### src/rtl/vscale_csr_host_bridge.sv
// Host-to-CSR bridge: queues one host CSR request, waits for a free pipeline slot,
// borrows the CSR port for a single cycle and holds the response until consumed.
// Optional WAIT_SLOT timeout is compiled in with `define VSCALE_CSR_BRIDGE_TIMEOUT_EN.
module vscale_csr_host_bridge #(
  parameter int unsigned TIMEOUT_CYCLES = 255
) (
  input  logic        clk,
  input  logic        reset,
  input  logic        req_valid,
  output logic        req_ready,
  input  logic [11:0] req_addr,
  input  logic [2:0]  req_cmd,
  input  logic [31:0] req_wdata,
  output logic        resp_valid,
  input  logic        resp_ready,
  output logic [31:0] resp_rdata,
  output logic [1:0]  resp_err,
  input  logic        csr_slot_free,
  output logic        csr_active,
  output logic        csr_req,
  output logic [11:0] csr_addr,
  output logic [2:0]  csr_cmd,
  output logic [31:0] csr_wdata,
  input  logic [31:0] csr_rdata,
  input  logic        csr_illegal_access
);

  localparam logic [1:0] ERR_OK      = 2'b00;
  localparam logic [1:0] ERR_ILLEGAL = 2'b01;

  generate
    if (TIMEOUT_CYCLES < 1 || TIMEOUT_CYCLES > 255) begin : g_bad_timeout
      $error("TIMEOUT_CYCLES must be in 1..255");
    end
  endgenerate

  typedef enum logic [1:0] {
    IDLE,
    WAIT_SLOT,
    ISSUE,
    RESP
  } state_t;

  state_t      state;
  logic [11:0] addr_q;
  logic [2:0]  cmd_q;
  logic [31:0] wdata_q;

`ifdef VSCALE_CSR_BRIDGE_TIMEOUT_EN
  localparam logic [1:0] ERR_TIMEOUT  = 2'b10;
  localparam logic [7:0] TIMEOUT_LAST = 8'(TIMEOUT_CYCLES - 1);
  logic [7:0] wait_cnt;
`endif

  // Reset is checked here as well so a reset landing on the ISSUE cycle cannot commit.
  assign csr_req = csr_active && !csr_illegal_access && !reset;

  always_ff @(posedge clk) begin
    if (reset) begin
      state      <= IDLE;
      req_ready  <= 1'b1;
      resp_valid <= 1'b0;
      resp_rdata <= '0;
      resp_err   <= ERR_OK;
      csr_active <= 1'b0;
      csr_addr   <= '0;
      csr_cmd    <= '0;
      csr_wdata  <= '0;
      addr_q     <= '0;
      cmd_q      <= '0;
      wdata_q    <= '0;
`ifdef VSCALE_CSR_BRIDGE_TIMEOUT_EN
      wait_cnt   <= '0;
`endif
    end else begin
      case (state)
        IDLE: begin
          if (req_valid && req_ready) begin
            addr_q    <= req_addr;
            cmd_q     <= req_cmd;
            wdata_q   <= req_wdata;
            req_ready <= 1'b0;
            // Commands 4..7 all have bit 2 set; anything else is rejected without touching the CSR file.
            if (req_cmd[2]) begin
              state <= WAIT_SLOT;
`ifdef VSCALE_CSR_BRIDGE_TIMEOUT_EN
              wait_cnt <= '0;
`endif
            end else begin
              state      <= RESP;
              resp_valid <= 1'b1;
              resp_rdata <= '0;
              resp_err   <= ERR_ILLEGAL;
            end
          end
        end

        WAIT_SLOT: begin
          if (csr_slot_free) begin
            state      <= ISSUE;
            csr_active <= 1'b1;
            csr_addr   <= addr_q;
            csr_cmd    <= cmd_q;
            csr_wdata  <= wdata_q;
          end
`ifdef VSCALE_CSR_BRIDGE_TIMEOUT_EN
          // Comparing against limit-1 means the busy cycle that would reach the limit times out.
          else if (wait_cnt == TIMEOUT_LAST) begin
            state      <= RESP;
            resp_valid <= 1'b1;
            resp_rdata <= '0;
            resp_err   <= ERR_TIMEOUT;
          end else begin
            wait_cnt <= wait_cnt + 8'd1;
          end
`endif
        end

        ISSUE: begin
          state      <= RESP;
          resp_valid <= 1'b1;
          resp_rdata <= csr_rdata;
          resp_err   <= csr_illegal_access ? ERR_ILLEGAL : ERR_OK;
          csr_active <= 1'b0;
          csr_addr   <= '0;
          csr_cmd    <= '0;
          csr_wdata  <= '0;
        end

        RESP: begin
          if (resp_ready) begin
            state      <= IDLE;
            resp_valid <= 1'b0;
            req_ready  <= 1'b1;
          end
        end

        default: begin
          state      <= IDLE;
          req_ready  <= 1'b1;
          resp_valid <= 1'b0;
          csr_active <= 1'b0;
        end
      endcase
    end
  end

endmodule
### config.mk
export PLATFORM = sky130hd
export DESIGN_NAME = vscale_csr_host_bridge
export DESIGN_NICKNAME = d
export VERILOG_FILES = /design/src/rtl/vscale_csr_host_bridge.sv
export SDC_FILE = /design/constraint.sdc
export NUM_CORES = 1
export LEC_CHECK = 0
export CAP_MARGIN = 40
export CORE_MARGIN = 1
export CORE_UTILIZATION = 40
export CTS_CLUSTER_DIAMETER = 60
export DETAILED_ROUTE_END_ITERATION = 7
export HOLD_SLACK_MARGIN = 0.12
export PLACE_DENSITY = 0.75
export SYNTH_ARGS = -nofsm -noshare
export SYNTH_HDL_FRONTEND = slang
export SYNTH_SLANG_ARGS = --single-unit
### constraint.sdc
create_clock -name clk -period 1.4 [get_ports clk]
set_input_delay 0.28 -clock clk [delete_from_list [all_inputs] [get_ports clk]]
set_output_delay 0.28 -clock clk [all_outputs]
set_load 0.005 [all_outputs]
==> results of run 1 <==
==> layout by cell type, fill, tap and decap left out, drive strengths merged, types with 2 or more instances in the layout <==
cell / count
inv: 4
nand2b: 3
nor2b: 2
clkinv: 7
nand2: 97
nand3: 33
clkdlybuf4s50: 83
nor2: 2
and3b: 2
ha: 4
dlygate4sd2: 82
dfxtp: 132
bufinv: 3
clkbuf: 26
o211ai: 32
a21oi: 86
buf: 46
a22o: 47
==> what timing repair did <==
item / in CTS / in global routing
pin swaps: 3 / 6
buffers inserted: 6 / 1
setup endpoints to repair: 214 / 120
resized for setup: 132 / 22
gates cloned: 4 / 5
==> metrics by stage <==
stage                     util [%]  TNS (ns)  total power [mW]
after global placement        58.3    -23.28              7.88
after CTS                     65.1    -0.757              13.1
after detailed placement      58.3    -26.85              8.01
after floorplan                  -    -0.879              6.65
after global routing          66.6     -4.73              14.0
final                         66.6    -0.779              13.4
==> report_power, final <==
part	switching, mW	internal (mW)	leakage, nW
Combinational	2.18	2.09	1.91
Clock	1.60	2.97	0.305
Sequential	0.295	4.28	1.08
==> kinds of logic after synthesis <==
| kind of cell | share of synthesized area, % |
|---|---|
| other cells | 0.0780 |
| simple gates | 13.5 |
| mux | 0.234 |
| compound gates | 23.6 |
| fa+ha+maj | 1.04 |
| flops | 54.9 |
| buf+inv | 6.61 |
==> routing by layer <==
metal / routed length [um] / share of wire [%] / vias up / GRT usage, %
met4: 323 / 2.2 / 0 / 10.5
met3: 1090 / 7.3 / 27 / 7.19
met2: 7380 / 49 / 190 / 39.4
li1: - / - / 2181 / -
met5: 0 / 0 / - / 0
met1: 6130 / 41 / 2222 / 26.8
==> sequential cells by signal (all words and copies together), names as in the netlist <==
name	flops
cmd_q	3
resp_valid	1
wdata_q	32
state	2
req_ready	1
csr_addr	12
csr_active	1
csr_cmd	3
resp_rdata	32
csr_wdata	32
addr_q	12
resp_err	1
==> worst register-to-register path, delay by kind of cell, from the launching register on <==
family	cells	cell delay, ns
muxes	1	0.30
and+or+nand+nor	1	0.13
adders and majority gates	1	0.17
AOI/OAI and AO/OA	1	0.26
buffers and inverters	1	0.12
DFF	1	0.36
==> worst min path at each step <==
stage                 from     endpoint  slack (ns)  depth (start not counted)
2_1_floorplan  req_addr[0]    addr_q[0]        0.42                          2
3_3_place_gp   wdata_q[28]  wdata_q[28]        0.44                          2
3_5_place_dp   wdata_q[21]  wdata_q[21]        0.45                          2
4_1_cts              reset   csr_active        0.27                          3
5_1_grt              reset   wdata_q[5]        0.31                          3
6_report             reset   wdata_q[5]        0.28                          3
==> final cells by class <==
type	count	area [um^2]	share of cell area, %
Timing Repair Buffer	216	2230	28.9
Inverter	5	27.5	0.358
Sequential cell	132	2670	34.7
Clock buffer	22	484	6.29
Multi-Input combinational cell	323	1980	25.7
Tap cell	143	179	2.32
Clock inverter	10	128	1.66
==> run_results.csv, run 1 <==
group,metric,value,unit
clock_tree,numCtsBuffers,17,
die,initial_core_util,41.6,%
die,core_area,11600,um^2
timing,max_freq,685,MHz
critical_path,cp_slowest_stage_delay,0.36,ns
critical_path,timing.critical_path.depth,5,
die,die_x,112,um
critical_path,critPathSlowestCell,"dfxtp_4",
timing,setup_viol,43,
timing,rsz0062_at_grt,"true",
finish,drive_gt1_share,17.4,%
critical_path,rr_worst_depth,5,
clock_tree,clock_latency,0.42,ns
critical_path,crit_buf_inv,1,
synth,ys_ff_latch,132,
finish,syn_to_final_growth,60.1,%
global_route,grt_pass1_wl,22900,um
finish,antenna_cells,0,
critical_path,crit_path_end_kind,"register",
global_route,track_usage,23.2,%
critical_path,critical_path.max_fanout,4,
clock_tree,cts_sinks,132,
timing,layout_setup_ws,-0.0594,ns
critical_path,critPathKind,"reg -> reg",
placement,placed_area,6740,um^2
pwr,p_per_area,1740,nW/um^2
critical_path,rrSetupSlack,-0.06,ns
critical_path,crit_start,"state[0]",
global_route,grt_max_degree,51,
pwr,p_leak,3.29,nW
synth,synth-main-ff-cell,"dfxtp_1",
timing,finalCritPeriodShare,104,%
clock_tree,ctsHoldBuffers,0,
synth,yosysSeqAreaShare,54.9,%
finish,finish.instance_area,7700,um^2
synth,yosysWarnings,0,
routing,postRouteAntennaNets,0,
timing,finalCriticalPeriod,1.46,ns
synth,synth-edff-count,0,
timing,fin_hold_ws,0.280,ns
clock_tree,htreeDepth,4,
finish,fin_cells,851,
synth,avgSynthCellArea,9.43,um^2
die,rows,39,
critical_path,cp.arrival,1.77,ns
global_route,antenna_found_initial,0,
synth,syn-num-nets,599,
synth,yosysMostFrequentCell,"dfxtp_1",
synth,synth_common_cells,"132 x dfxtp_1, 97 x nand2_1, 86 x a21oi_1",
critical_path,crit_path_cell_trace,"buf_6 -> ha_4 -> nor2b_4 -> a211o_1 -> mux2_4",
die,io_pins,170,
placement,port_buffers,168,
routing,wirelength,14900,um
routing,drtIter0Drc,211,
clock_tree,ctsRootBufferMaster,"clkbuf_16",
routing,wl_per_cell,17.5,um
outcome,status,"complete, but fails checks",
finish,nFillCells,877,
clock_tree,cts_tree,"done",
min_path,hold_class,"in -> reg",
synth,async_reset_ff_share,0,%
synth,synth_top_area_share,54.9,%
critical_path,critical-path-top-delay-family,"flip-flops",
critical_path,required,1.71,ns
placement,dp_cells,804,
finish,fin_nets,784,
outcome,violations,"design-rule violations, negative setup slack",
timing,finalHoldViolations,0,
routing,drcViolationCount,10,
timing,drv_slew,0,
critical_path,worstReg2RegStart,"state[0]",
placement,post-dp-hpwl,8960,um
routing,vias,4620,
critical_path,r2r-end,"state[1]",
clock_tree,clock_path_buffers,2,
critical_path,endpoint,"state[1]",
die,die_y,112,um
synth,syn_area,4810,um^2
die,die-area,12500,um^2
routing,first_pass_iters,7,
timing,fin_skew,0.0115,ns
global_route,grt_pass1_vias,4608,
critical_path,crit_path_start_kind,"register",
placement,pre_cts_ws,-0.318,ns
synth,synthCells,510,
clock_tree,path_clk_slew,0.06,ns
placement,gp_congestion,0.756,
routing,vias_per_cell,5.43,
job,maxCapViolCount,0,
synth,synth_top_cell_by_area,"dfxtp_1",
synth,synthDistinctLibCells,35,
global_route,grt_overflow,0,
synth,synth.area.top_cells,"dfxtp_1 55%, a21oi_1 8.9%, a22o_1 8.6%",
pwr,irDropWorstVdd,0.00117,V
Power figures use the tool's default switching activity.
==> run 2: changes to the inputs <==
--- a/config.mk
+++ b/config.mk
@@ -12,6 +12,7 @@
 export DETAILED_ROUTE_END_ITERATION = 7
 export HOLD_SLACK_MARGIN = 0.12
 export PLACE_DENSITY = 0.75
+export SETUP_SLACK_MARGIN = 0.15
 export SYNTH_ARGS = -nofsm -noshare
 export SYNTH_HDL_FRONTEND = slang
 export SYNTH_SLANG_ARGS = --single-unit
==> run_results.csv, run 2 (same netlist as run 1, synthesis figures left out) <==
group,metric,value,unit
outcome,violations,"design-rule violations, negative setup slack",
die,initial_core_util,41.6,%
routing,vias_per_cell,5.36,
timing,rsz0062_at_grt,"true",
outcome,status,"complete, but fails checks",
global_route,antenna_found_initial,0,
pwr,p_per_area,1760,nW/um^2
finish,syn_to_final_growth,53.8,%
finish,multi_input_area,1980,um^2
critical_path,rrSetupSlack,-0.04,ns
timing,totalNegativeSetupSlack,-0.807,ns
timing,finalHoldViolations,0,
finish,drive_gt1_share,33.4,%
timing,slew-limit-headroom,62.2,%
timing,fin_skew,0.00505,ns
finish,fin_nets,776,
global_route,grt_pass1_wl,22200,um
finish,reg_top3,"csr_wdata: 32 flops, resp_rdata: 32 flops, wdata_q: 32 flops",
global_route,grt_overflow,0,
routing,postRouteAntennaNets,0,
critical_path,critPathKind,"reg -> reg",
timing,drv_slew,0,
finish,finish.instance_area,7400,um^2
critical_path,required,1.70,ns
min_path,holdPathEnd,"csr_active",
job,maxCapViolCount,0,
die,core_area,11600,um^2
routing,vias,4521,
clock_tree,htreeDepth,4,
finish,nFillCells,951,
critical_path,worstReg2RegStart,"state[0]",
finish,layout_common_cells,"92 x nand2_1, 82 x clkdlybuf4s50_1, 79 x a21oi_1",
clock_tree,clock_latency,0.41,ns
timing,max_freq,695,MHz
clock_tree,cts_sinks,132,
finish,antenna_cells,0,
clock_tree,path_clk_slew,0.06,ns
critical_path,cp.arrival,1.74,ns
placement,placed_area,6740,um^2
die,die_x,112,um
routing,drcViolationCount,12,
timing,layout_setup_ws,-0.0387,ns
min_path,hold_start,"reset",
clock_tree,ctsRootBufferMaster,"clkbuf_16",
finish,final_common_cell,"nand2_1",
placement,port_buffers,168,
routing,first_pass_iters,8,
critical_path,crit_path_start_kind,"register",
pwr,irDropWorstVdd,0.00122,V
timing,finalCritPeriodShare,103,%
global_route,track_usage,22.1,%
clock_tree,cts_tree,"done",
clock_tree,ctsHoldBuffers,0,
finish,regArea,2730,um^2
critical_path,crit_path_end_kind,"register",
die,die_y,112,um
die,die-area,12500,um^2
critical_path,rr_worst_depth,6,
placement,post-dp-hpwl,8760,um
placement,dp_cells,801,
clock_tree,clock_path_buffers,2,
placement,gp_congestion,0.788,
global_route,grt_pass1_vias,4586,
global_route,grt_max_degree,53,
pwr,finalPower,13.0,mW
clock_tree,numCtsBuffers,17,
min_path,min_delay_path_depth,3,
die,rows,39,
routing,drtIter0Drc,353,
timing,worstMarginPinSlew,0.566,ns
finish,fin_cells,843,
placement,pre_cts_ws,-0.351,ns
routing,wirelength,14200,um
critical_path,r2r-end,"csr_wdata[15]",
timing,setup_viol,53,
die,io_pins,170,
critical_path,critical_path.max_fanout,8,
min_path,hold_class,"in -> reg",
pwr,p_leak,2.97,nW
timing,finalCriticalPeriod,1.44,ns
routing,wl_per_cell,16.8,um
-- run 2: worst max-delay path by stage --
stage | end | startpoint | cells after the start | slack (ns)
2_1_floorplan | state[1] | state[1] | 5 | 0.01
5_1_grt | resp_err[0] | state[0] | 5 | -0.09
3_5_place_dp | resp_rdata[23] | req_valid | 5 | -0.35
3_3_place_gp | csr_req | csr_illegal_access | 3 | -0.31
4_1_cts | state[1] | state[0] | 4 | -0.01
6_report | csr_wdata[15] | state[0] | 6 | -0.04
-- run 2: area by class of cell --
type | count | share of cell area [%]
sequential | 132 | 37.0
multi-input combinational | 323 | 26.8
timing repair buffer | 208 | 25.0
clock buffer | 20 | 6.04
tap | 143 | 2.42
clock inverter | 12 | 2.40
inverter | 5 | 0.355
-- run 2: power breakdown --
group / internal (mW) / switching [mW] / total, mW
logic: 1.71 / 2.01 / 3.72
clock network: 3.03 / 1.62 / 4.66
registers: 4.30 / 0.319 / 4.62
-- run 2: critical path: stages, from the launching register on --
cell	delay, ns
dfxtp_4	0.37
inv_4	0.08
ha_4	0.19
inv_4	0.04
o21a_4	0.27
clkbuf_16	0.19
a22o_1	0.18
-- run 2: routing by layer --
metal,global-route usage [%],share of wire (%)
met5,0,0
met1,26.1,41
met2,36.8,49
met3,8.55,8.2
met4,7.30,1.4
-- run 2: stage by stage --
step                utilization, %  hold WS (ns)
global route                  64.0         0.258
CTS                           65.2         0.230
finish                        64.0         0.251
global placement              58.2         0.442
floorplan                        -         0.416
detailed placement            58.2         0.447
-- run 2: timing repair --
item                                    CTS  global route
pin swaps                                12             3
gates resized for setup                 282            84
buffers inserted                          4             2
cloned                                    0             4
hold endpoints to repair                  0             0
endpoints found under the setup margin  215           200
==> run 3: changes to the inputs <==
--- a/config.mk
+++ b/config.mk
@@ -6,10 +6,12 @@
 export NUM_CORES = 1
 export LEC_CHECK = 0
 export CAP_MARGIN = 40
+export CORE_ASPECT_RATIO = 0.75
 export CORE_MARGIN = 1
 export CORE_UTILIZATION = 40
 export CTS_CLUSTER_DIAMETER = 60
 export DETAILED_ROUTE_END_ITERATION = 7
+export GPL_TIMING_DRIVEN = 0
 export HOLD_SLACK_MARGIN = 0.12
 export PLACE_DENSITY = 0.75
 export SETUP_SLACK_MARGIN = 0.15
==> run_results.csv, run 3 (same netlist as run 1, synthesis figures left out) <==
group,metric,value,unit
outcome,status,"complete, but fails checks",
outcome,violations,"negative setup slack",
finish,reg_top3,"csr_wdata: 32 flops, resp_rdata: 32 flops, wdata_q: 32 flops",
routing,vias,5072,
pwr,p_per_area,1690,nW/um^2
pwr,irDropWorstVdd,0.00135,V
finish,antenna_cells,0,
pwr,p_leak,3.63,nW
timing,finalCritPeriodShare,113,%
pwr,p_int,9.94,mW
routing,dr.max_layer_used,"met4",
finish,drive_gt1_share,54.8,%
timing,finalCriticalPeriod,1.58,ns
clock_tree,htreeDepth,4,
routing,vias_per_cell,5.45,
global_route,antenna_found_initial,0,
timing,worstMarginPinSlew,0.789,ns
finish,fin_cells,930,
finish,regArea,2740,um^2
clock_tree,clock_latency,0.42,ns
die,initial_core_util,41.3,%
finish,final_common_cell,"clkdlybuf4s50_1",
timing,finalHoldViolations,0,
routing,wl_per_cell,20.1,um
finish,syn_to_final_growth,85.8,%
finish,finish.instance_area,8940,um^2
clock_tree,cts_sinks,132,
placement,dp_cells,839,
routing,drcViolationCount,0,
timing,max_freq,633,MHz
critical_path,crit_path_end_kind,"register",
die,io_pins,170,
placement,placed_area,6830,um^2
global_route,grt_overflow,0,
die,die-area,12500,um^2
finish,fin_nets,844,
pwr,swShare,34.2,%
placement,pre_cts_ws,-0.440,ns
routing,wl_met1,7880,um
critical_path,required,1.76,ns
clock_tree,ctsHoldBuffers,0,
die,die_y,97.0,um
global_route,grt_pass1_vias,4820,
pwr,seqPwrFrac,30.8,%
critical_path,crit_path_cell_trace,"inv_6 -> ha_4 -> buf_8 -> nand3b_4 -> nor2_4 -> buf_12 -> buf_8 -> a22o_1",
pwr,finalPower,15.1,mW
pwr,combPwrFrac,39.7,%
placement,gp_congestion,0.812,
critical_path,crit_top_cell,"buf_8",
global_route,track_usage,25.8,%
clock_tree,numCtsBuffers,17,
clock_tree,path_clk_slew,0.06,ns
critical_path,cp.arrival,1.94,ns
critical_path,critPathSlowestCell,"dfxtp_4",
placement,post-dp-hpwl,10100,um
clock_tree,ctsRootBufferMaster,"clkbuf_16",
die,die_x,129,um
die,rows,34,
clock_tree,clock_path_buffers,2,
routing,postRouteAntennaNets,0,
critical_path,critPathKind,"reg -> reg",
timing,fin_skew,0.0108,ns
routing,wirelength,18700,um
routing,drtIter0Drc,384,
finish,layout_common_cells,"81 x clkdlybuf4s50_1, 67 x a21oi_2, 66 x dfxtp_2",
global_route,grt_max_degree,17,
finish,multi_input_area,2700,um^2
global_route,grt_pass1_wl,24700,um
timing,layout_setup_ws,-0.181,ns
min_path,hold_class,"in -> reg",
critical_path,critical_path.max_fanout,8,
critical_path,cp_slowest_stage_delay,0.39,ns
placement,port_buffers,167,
clock_tree,cts_tree,"done",
routing,first_pass_iters,5,
timing,drv_slew,0,
pwr,p_switching,5.16,mW
finish,nFillCells,741,
timing,setup_viol,128,
timing,rsz0062_at_grt,"true",
routing,wl_met2,9550,um
job,maxCapViolCount,0,
timing,slew-limit-headroom,47.4,%
critical_path,crit_path_start_kind,"register",
die,core_area,11700,um^2
routing,wl_met3,934,um
pwr,pwr-share-clk,29.5,%
run 3: cell count changes in the layout (fill, tap and decap cells not counted), moves of 15 or more:
cell | previous run | this run
a21oi_1 | 79 | 19
a21oi_2 | 7 | 67
nand3_1 | 32 | 2
nand2_1 | 92 | 63
nand2_4 | 3 | 31
nand3_4 | 0 | 16
buf_4 | 24 | 39
run 3: per-stage QoR:
stage / setup TNS [ns] / util [%] / hold WS, ns
6_report: -16.69 / 76.7 / 0.191
5_1_grt: -20.60 / 76.7 / 0.178
4_1_cts: -8.23 / 68.5 / 0.301
3_5_place_dp: -38.49 / 58.6 / 0.447
3_3_place_gp: -34.39 / 58.6 / 0.442
2_1_floorplan: 0 / - / 0.416
run 3: cell type report:
type,count,area share [%]
plain buffers,50,6.51
clock buffers,18,4.91
clock inverters,14,1.69
inverters,5,0.378
multi-input cells,323,30.2
flip-flops and latches,132,30.6
well taps,162,2.27
repair buffers,226,23.4
run 3: layer usage:
layer	vias to the layer above	track usage (%)
li1	2316	-
met1	2528	31.7
met2	199	43.7
met3	29	6.08
met4	0	9.59
met5	-	0
run 3: path summary, 6_finish.rpt:
path	from	cells past startpoint	endpoint	slack, ns
max	state[0]	8	csr_addr[3]	-0.18
min reg2reg	wdata_q[11]	2	wdata_q[11]	0.46
max reg2reg	state[0]	8	csr_addr[3]	-0.18
min	csr_illegal_access	3	resp_err[0]	0.19
run 3: worst max-delay path, delay by kind of cell, from the launching register on:
| family | cells | cell delay, ns |
|---|---|---|
| simple gates | 2 | 0.33 |
| buf+inv | 4 | 0.48 |
| compound gates | 1 | 0.15 |
| flops | 1 | 0.39 |
| fa+ha+maj | 1 | 0.16 |
run 3: power by group through the flow:
stage,Sequential (mW),Clock (mW),Combinational [mW]
after floorplan,4.61,0,2.18
after global placement,4.62,0,3.35
after detailed placement,4.65,0,3.47
after CTS,4.58,4.46,4.31
after global routing,4.69,4.68,6.27
final,4.65,4.46,5.99
run 3: what timing repair did:
| item | 4_1_cts | 5_1_grt |
|---|---|---|
| buffers inserted | 24 | 19 |
| gates resized for setup | 337 | 270 |
| setup endpoints to repair | 215 | 195 |
| pin swaps | 12 | 114 |
| cloned | 7 | 9 |
